### config.mk
export PLATFORM = sky130hd
export DESIGN_NAME = debouncer_butoane
export DESIGN_NICKNAME = d
export VERILOG_FILES = /design/src/rtl/debouncer_butoane.sv
export SDC_FILE = /design/constraint.sdc
export NUM_CORES = 1
export LEC_CHECK = 0
export CELL_PAD_IN_SITES_DETAIL_PLACEMENT = 1
export CELL_PAD_IN_SITES_GLOBAL_PLACEMENT = 2
export CORE_MARGIN = 4
export CORE_UTILIZATION = 37
export DETAILED_ROUTE_END_ITERATION = 10
export MAX_ROUTING_LAYER = met4
export PLACE_DENSITY_LB_ADDON = 0.1
export RECOVER_POWER = 100
export SYNTH_ARGS = -nofsm -noshare
export SYNTH_HDL_FRONTEND = slang
export SYNTH_SLANG_ARGS = --single-unit
### constraint.sdc
create_clock -name clk_148Mhz -period 2.7 [get_ports clk_148Mhz]
set_clock_uncertainty 0.05 [all_clocks]
set_input_delay 0.81 -clock clk_148Mhz [delete_from_list [all_inputs] [get_ports clk_148Mhz]]
set_output_delay 0.81 -clock clk_148Mhz [all_outputs]
set_load 0.05 [all_outputs]
### src/rtl/debouncer_butoane.sv
// Four-button debouncer: 2-FF sync, tick-based debounce and one-clock press pulses per button.
// Define BUTOANE_AUTOREPEAT_EN to add hold-to-repeat (REP_DELAY ticks, then every REP_RATE ticks).

module debouncer_lane #(
    parameter int DEB_TICKS = 10,
    parameter int REP_DELAY = 400,
    parameter int REP_RATE  = 100
) (
    input  logic clk_148Mhz,
    input  logic reset,
    input  logic tick,
    input  logic raw,
    output logic pulse,
    output logic level
);
    localparam int DW = (DEB_TICKS > 1) ? $clog2(DEB_TICKS) : 1;
    localparam logic [DW-1:0] DEB_LAST = DW'(DEB_TICKS - 1);

    logic [1:0]    sync_q;
    logic [DW-1:0] dcnt;

    // A single agreeing tick restarts the count; the level only moves after DEB_TICKS disagreeing ticks.
    always_ff @(posedge clk_148Mhz) begin
        if (reset) begin
            sync_q <= '0;
            dcnt   <= '0;
            level  <= 1'b0;
        end else begin
            sync_q <= {sync_q[0], raw};
            if (tick) begin
                if (sync_q[1] == level) begin
                    dcnt <= '0;
                end else if (dcnt == DEB_LAST) begin
                    level <= sync_q[1];
                    dcnt  <= '0;
                end else begin
                    dcnt <= dcnt + 1'b1;
                end
            end
        end
    end

`ifdef BUTOANE_AUTOREPEAT_EN
    localparam int RMAX = (REP_DELAY > REP_RATE) ? REP_DELAY : REP_RATE;
    localparam int RW   = (RMAX > 1) ? $clog2(RMAX) : 1;
    localparam logic [RW-1:0] DELAY_LAST = RW'(REP_DELAY - 1);
    localparam logic [RW-1:0] RATE_LAST  = RW'(REP_RATE - 1);

    typedef enum logic [1:0] {IDLE, HOLD, REPEAT} state_t;
    state_t        state;
    logic [RW-1:0] rcnt;

    always_ff @(posedge clk_148Mhz) begin
        if (reset) begin
            state <= IDLE;
            rcnt  <= '0;
            pulse <= 1'b0;
        end else begin
            pulse <= 1'b0;
            case (state)
                IDLE: begin
                    if (level) begin
                        pulse <= 1'b1;
                        rcnt  <= '0;
                        state <= HOLD;
                    end
                end
                HOLD: begin
                    if (!level) begin
                        rcnt  <= '0;
                        state <= IDLE;
                    end else if (tick) begin
                        if (rcnt == DELAY_LAST) begin
                            pulse <= 1'b1;
                            rcnt  <= '0;
                            state <= REPEAT;
                        end else begin
                            rcnt <= rcnt + 1'b1;
                        end
                    end
                end
                REPEAT: begin
                    if (!level) begin
                        rcnt  <= '0;
                        state <= IDLE;
                    end else if (tick) begin
                        if (rcnt == RATE_LAST) begin
                            pulse <= 1'b1;
                            rcnt  <= '0;
                        end else begin
                            rcnt <= rcnt + 1'b1;
                        end
                    end
                end
                default: state <= IDLE;
            endcase
        end
    end
`else
    typedef enum logic {IDLE, PRESSED} state_t;
    state_t state;

    always_ff @(posedge clk_148Mhz) begin
        if (reset) begin
            state <= IDLE;
            pulse <= 1'b0;
        end else begin
            pulse <= 1'b0;
            case (state)
                IDLE: begin
                    if (level) begin
                        pulse <= 1'b1;
                        state <= PRESSED;
                    end
                end
                PRESSED: begin
                    if (!level) state <= IDLE;
                end
                default: state <= IDLE;
            endcase
        end
    end
`endif
endmodule

module debouncer_butoane #(
    parameter int TICK_DIV  = 148500,
    parameter int DEB_TICKS = 10,
    parameter int REP_DELAY = 400,
    parameter int REP_RATE  = 100
) (
    input  logic       clk_148Mhz,
    input  logic       reset,
    input  logic       btnL_raw,
    input  logic       btnR_raw,
    input  logic       btnU_raw,
    input  logic       btnD_raw,
    output logic       buton_apasatL,
    output logic       buton_apasatR,
    output logic       buton_apasatU,
    output logic       buton_apasatD,
    output logic [3:0] stare_stabila
);
    localparam int NUM_LANES = 4;
    localparam int PW = (TICK_DIV > 1) ? $clog2(TICK_DIV) : 1;
    localparam logic [PW-1:0] TICK_LAST = PW'(TICK_DIV - 1);

    logic [PW-1:0]          pcnt;
    logic                   tick;
    logic [NUM_LANES-1:0]   btn_raw;
    logic [NUM_LANES-1:0]   pulse;

    // One shared prescaler keeps all four buttons on the same tick grid.
    assign tick = (pcnt == TICK_LAST);

    always_ff @(posedge clk_148Mhz) begin
        if (reset) pcnt <= '0;
        else       pcnt <= tick ? '0 : pcnt + 1'b1;
    end

    assign btn_raw = {btnD_raw, btnU_raw, btnR_raw, btnL_raw};

    for (genvar i = 0; i < NUM_LANES; i++) begin : g_lane
        debouncer_lane #(
            .DEB_TICKS(DEB_TICKS),
            .REP_DELAY(REP_DELAY),
            .REP_RATE (REP_RATE)
        ) u_lane (
            .clk_148Mhz(clk_148Mhz),
            .reset     (reset),
            .tick      (tick),
            .raw       (btn_raw[i]),
            .pulse     (pulse[i]),
            .level     (stare_stabila[i])
        );
    end

    assign {buton_apasatD, buton_apasatU, buton_apasatR, buton_apasatL} = pulse;
endmodule

==> flow_metrics.py, run 1 <==
metrics = {
    "synthesis": {
        "synthCells": 243,
        "ys_seq_area_frac": 0.4650,
        "yosys_warnings": 0,
        "synth-edff-count": 0,
        "syn_nets": 258,
        "ys_async_sr_fraction": 0,
        "ys_types": 47,
        "synth.avg_cell_area_um2": 9.567,
        "synth_area_um2": 2325,
        "synth_flop_cell": "dfxtp_1",
        "synth_seq_cells": 54,
    },
    "worst_setup_path": {
        "endpoint_kind": "primary output",
        "crit_fanout": 3,
        "r2r_cells": 6,
        "worstPathCellList": "dlygate4sd3_1",
        "critical_path_required_ns": 1.84,
        "r2r_slack_ns": 0.41,
        "critPathKind": "reg2out",
        "cp_top_family": "buffers and inverters",
        "crit_path_start_kind": "register",
        "path_buf_inv": 1,
        "crit_arrival_ns": 1.59,
        "crit-reg2reg-launch": "pcnt[0]",
        "r2r_end": "g_lane[3].u_lane.dcnt[1]",
        "cp_slowest_cell": "dlygate4sd3_1",
        "critPathMaxStageDelay_ns": 0.89,
    },
    "detailed_routing": {
        "post-route-drc-count": 0,
        "ant_nets": 0,
        "wirelength_mm": 4.586,
        "drt_pre_antenna_iters": 4,
        "drt_iter0_drc": 79,
        "avgViaCountPerCell": 5.148,
        "num_vias": 1699,
        "post_drt_wl_per_cell_um": 13.90,
    },
    "worst_hold_path": {
        "hold_end": "g_lane[3].u_lane.pulse",
        "min_path_type": "reg2reg",
        "hold_depth": 1,
        "hold_start": "g_lane[3].u_lane.state",
    },
    "power_and_ir_drop": {
        "p_leak_nw": 1.025,
        "power_density_nw_per_um2": 512.9,
        "max-vdd-ir-drop_mv": 0.2429,
        "total_power_mw": 1.320,
    },
    "clock_network": {
        "post-cts-setup-buffers": 0,
        "ctsResizeCount": 0,
        "numCtsBuffers": 5,
        "clk_pin_slew_ns": 0.09,
        "ctsHtreeMaxLevel": 2,
        "numClockSinks": 54,
        "clk_latency_ns": 0.31,
        "holdBufCountCts": 0,
        "cts_tree": "yes",
        "clock-root-buffer": "clkbuf_8",
        "cts_buffer_depth": 2,
    },
    "place": {
        "dp_cells": 322,
        "placed_cell_area_um2": 2494,
        "dp_hpwl_mm": 3.319,
        "place_congestion": 0.7442,
        "dp_slack_ns": 0.1104,
        "port_buffers": 13,
    },
    "flow_run": {
        "drv_cap": 0,
    },
    "timing": {
        "fmax_ghz": 0.4089,
        "tightest_slew_ns": 0.4954,
        "rsz0062_at_grt": "false",
        "report.final.slew_viol_count": 0,
        "slew_headroom": 0.6651,
        "period_share": 0.9058,
        "finalSetupViolations": 0,
        "finalHoldViolations": 0,
        "fin_crit_ns": 2.446,
        "layout_setup_ws_ns": 0.2544,
        "finalSetupTns_ns": 0,
        "hold_ws_ns": 0.3364,
    },
    "die": {
        "die_h_um": 87.27,
        "start_util": 0.3858,
        "rows": 28,
        "io_pins": 14,
        "die_x_um": 87.27,
        "dieArea_um2": 7615,
        "core_area_um2": 6026,
    },
    "finish": {
        "utilization": 0.4271,
        "final_common_cell": "dfxtp_1",
        "finalNonFillerCells": 330,
        "area_growth_pct": 10.71,
        "nets": 269,
        "layout_common_cells": "54 x dfxtp_1, 20 x nor2_1, 14 x inv_1",
        "stdcell_area_um2": 2574,
        "n_antenna_cell": 0,
        "drive_gt1_frac": 0.06667,
    },
    "grt": {
        "grt_max_degree": 26,
        "grt_usage": 0.1440,
        "first_global_vias": 1760,
        "grt_pass1_wl_mm": 8.459,
        "overflow": 0,
        "antenna_found_initial": 0,
    },
    "status": {
        "status": "completed",
    },
}
## flip-flops by register name, indices dropped and copies added (netlist names)
register / count
g_lane.u_lane.dcnt: 16
g_lane.u_lane.level: 4
g_lane.u_lane.pulse: 4
g_lane.u_lane.state: 4
g_lane.u_lane.sync_q: 8
pcnt: 18
## logic make-up (layout without fill, tap and decap cells)
kind of cell | count (synthesis) | in the layout | synth area share
fa+ha+maj | 9 | 9 | 0.04844
xor+xnor | 18 | 18 | 0.06781
mux | 4 | 4 | 0.01722
flops | 54 | 54 | 0.4650
compound gates | 38 | 38 | 0.1141
buf+inv | 26 | 38 | 0.06135
simple gates | 94 | 94 | 0.2261
## cell type report
class | count | area [um^2]
Sequential cell | 54 | 1081
Inverter | 14 | 52.55
Timing Repair Buffer | 16 | 161.4
Clock buffer | 6 | 82.58
Fill cell | 699 | 3452
Multi-Input combinational cell | 163 | 1090
Clock inverter | 2 | 12.51
Tap cell | 75 | 93.84
## power breakdown
| group | leakage, nW | total (mW) | switching (mW) | internal, mW |
|---|---|---|---|---|
| sequential | 0.437 | 0.811 | 0.00566 | 0.805 |
| combinational | 0.541 | 0.0417 | 0.0218 | 0.0199 |
| clock | 0.0472 | 0.468 | 0.261 | 0.207 |
| total | 1.03 | 1.32 | 0.288 | 1.03 |
## synthesized netlist by cell type, types with 4 or more instances
cell	instances	area, um^2
or3_1	7	43.79
xnor2_1	6	52.55
nor2_1	20	75.07
xor2_1	12	105.1
a21oi_1	7	35.03
and3b_1	4	35.03
nor2b_1	10	62.56
nand4_1	4	25.02
mux2i_1	4	40.04
nand2_1	13	48.80
ha_1	9	112.6
dfxtp_1	54	1081
nand3_1	13	65.06
inv_1	14	52.55
o21ai_0	8	40.04
buf_6	4	45.04
buf_4	4	30.03
## worst reg2reg max path: cells and delay by family (launching register included)
family | cells | cell delay, ns
fa+ha+maj | 1 | 0.22
compound gates | 2 | 0.51
simple gates | 2 | 0.80
buf+inv | 1 | 0.22
flops | 1 | 0.38
## per-layer routing
layer  GRT usage  wire, um
met5           -         0
met4     0.03766        52
met3     0.03690        92
met2      0.2144      2016
met1      0.1943      2424
## worst max-delay path by stage
| stage | from | end | slack [ns] | cells after the start |
|---|---|---|---|---|
| after floorplan | reset | g_lane[2].u_lane.dcnt[1] | 0.67 | 4 |
| after global placement | reset | g_lane[2].u_lane.dcnt[1] | 0.13 | 5 |
| after detailed placement | reset | g_lane[2].u_lane.dcnt[1] | 0.11 | 5 |
| after CTS | g_lane[1].u_lane.level | stare_stabila[1] | 0.29 | 1 |
| after global routing | pcnt[0] | g_lane[1].u_lane.dcnt[2] | 0.17 | 6 |
| final | g_lane[1].u_lane.level | stare_stabila[1] | 0.25 | 1 |
(Power assumes the default switching activity.)
==> run 2: changes to the inputs <==
--- a/constraint.sdc
+++ b/constraint.sdc
@@ -4,2 +4,2 @@
 set_output_delay 0.81 -clock clk_148Mhz [all_outputs]
-set_load 0.05 [all_outputs]
+set_load 0.1 [all_outputs]
==> run 2 against run 1 <==
  * Register-to-register slack better by 0.03 ns
  * Via count decreased by 1.5%
  * Hold slack better by 0.0010 ns
  * Combinational power increased by 2%
  * Power increased by 4.5%
  * Core utilization fell by 0.56 points
  * Critical path depth increased by 4
  * Routed wire length is 2.2% higher
  * Final area is 1.3% lower
  * Die area stayed put
  * Critical endpoint is now g_lane[2].u_lane.dcnt[1]
  * Largest cell class unchanged
==> flow_metrics.py, run 2 (synthesis results as in run 1) <==
metrics = {
    "detailed_routing": {
        "dr.max_layer_used": "met4",
        "num_vias": 1674,
        "ant_nets": 0,
        "drt_pre_antenna_iters": 4,
        "avgViaCountPerCell": 5.073,
        "post_drt_wl_per_cell_um": 14.20,
        "route.met2.wl_mm": 2.068,
        "m1WireLength_mm": 2.458,
        "wirelength_mm": 4.687,
        "wl_met3_um": 95,
        "drt_iter0_drc": 52,
        "post-route-drc-count": 0,
    },
    "clock_network": {
        "holdBufCountCts": 0,
        "ctsResizeCount": 0,
        "clock-root-buffer": "clkbuf_8",
        "numCtsBuffers": 5,
        "clk_pin_slew_ns": 0.09,
        "cts_tree": "yes",
        "post-cts-setup-buffers": 0,
        "clk_latency_ns": 0.30,
        "ctsHtreeMaxLevel": 2,
        "cts_buffer_depth": 2,
        "numClockSinks": 54,
    },
    "place": {
        "place_congestion": 0.7735,
        "dp_slack_ns": 0.08092,
        "port_buffers": 13,
        "dp_hpwl_mm": 3.456,
        "placed_cell_area_um2": 2474,
    },
    "timing": {
        "finalSetupTns_ns": 0,
        "finalSetupViolations": 0,
        "layout_setup_ws_ns": 0.2750,
        "report.final.slew_viol_count": 0,
        "fmax_ghz": 0.4124,
        "period_share": 0.8981,
        "finalHoldViolations": 0,
        "fin_crit_ns": 2.425,
        "tightest_slew_ns": 1.171,
        "rsz0062_at_grt": "false",
        "slew_headroom": 0.2225,
    },
    "finish": {
        "final_common_cell": "dfxtp_1",
        "nets": 269,
        "stdcell_area_um2": 2540,
        "drive_gt1_frac": 0.07451,
        "n_antenna_cell": 0,
        "layout_common_cells": "54 x dfxtp_1, 20 x nor2_1, 14 x inv_1",
        "area_growth_pct": 9.257,
        "top_regs": "pcnt: 18 flops, g_lane.u_lane.dcnt: 16 flops, g_lane.u_lane.sync_q: 8 flops",
        "regMostFlops": "pcnt",
        "largest_reg_flops": 18,
    },
    "power_and_ir_drop": {
        "power_frac_seq": 0.588,
        "pwr-share-comb": 0.031,
        "power.switching_uw": 276.6,
        "p_int_mw": 1.103,
        "swShare": 0.2005,
        "max-vdd-ir-drop_mv": 0.2994,
        "clockPowerShare": 0.381,
        "p_leak_nw": 0.9979,
        "power_density_nw_per_um2": 543.1,
    },
    "grt": {
        "grt_pass1_wl_mm": 8.321,
        "grt_max_degree": 26,
        "grt_usage": 0.1418,
        "first_global_vias": 1784,
        "antenna_found_initial": 0,
        "overflow": 0,
    },
    "worst_setup_path": {
        "critPathKind": "in2reg",
        "crit_arrival_ns": 2.61,
        "crit_fanout": 3,
        "endpoint_kind": "register",
        "crit_path_start_kind": "input pin",
        "critical_path_required_ns": 2.88,
    },
    "die": {
        "start_util": 0.3858,
        "core_area_um2": 6026,
        "dieArea_um2": 7615,
        "die_x_um": 87.27,
        "rows": 28,
        "die_h_um": 87.27,
        "io_pins": 14,
    },
    "flow_run": {
        "drv_cap": 0,
    },
    "worst_hold_path": {
        "min_path_type": "reg2reg",
    },
    "status": {
        "status": "completed",
    },
}
==> run 2: changes by cell type in the layout (fill, tap and decap cells not counted) <==
cell,previous run,this run
clkinvlp_4,1,0
clkbuf_8,6,5
clkinv_2,1,0
bufinv_16,0,1
dlygate4sd3_1,9,1
clkbuf_2,0,4
clkbuf_1,1,7
==> run 2: cell type report <==
class / count / area (um^2)
Fill cell: 716 / 3486
Inverter: 14 / 52.55
Timing Repair Buffer: 16 / 116.4
Multi-Input combinational cell: 163 / 1090
Tap cell: 75 / 93.84
Clock inverter: 1 / 30.03
Clock buffer: 7 / 76.32
Sequential cell: 54 / 1081
==> run 2: critical path, stage by stage <==
cell	delay, ns
dlygate4sd3_1	0.57
or3_1	0.37
or2_2	0.32
or3_1	0.40
o22ai_1	0.13
==> run 2: path summary, 6_finish.rpt <==
| check | from | end | slack, ns | depth (start not counted) |
|---|---|---|---|---|
| hold reg to reg | g_lane[0].u_lane.state | g_lane[0].u_lane.pulse | 0.34 | 1 |
| setup / recovery | reset | g_lane[2].u_lane.dcnt[1] | 0.28 | 5 |
| hold / removal | g_lane[0].u_lane.state | g_lane[0].u_lane.pulse | 0.34 | 1 |
| setup reg to reg | pcnt[8] | g_lane[1].u_lane.dcnt[1] | 0.44 | 5 |
==> run 2: power by group through the flow <==
stage               Sequential [mW]  Clock [mW]  Combinational (mW)
global route                  0.812       0.584              0.0488
CTS                           0.811       0.556              0.0458
finish                        0.811       0.526              0.0426
floorplan                     0.828           0              0.0270
detailed placement            0.830           0              0.0455
global placement              0.829           0              0.0449
==> run 2: layer usage <==
layer | vias to the layer above | GRT usage
met4 | 0 | 0.05021
met1 | 795 | 0.1834
li1 | 865 | -
met5 | - | -
met3 | 5 | 0.02838
met2 | 9 | 0.2199
==> run 2: metrics by stage <==
stage               std cells  hold slack, ns  power [mW]    util
floorplan                 243          0.3182      0.8549       -
global placement          322          0.3196      0.8743  0.4105
detailed placement        322          0.3275      0.8751  0.4105
CTS                       330          0.3417       1.413  0.4282
global route              330          0.3525       1.446  0.4215
finish                    330          0.3374       1.379  0.4215
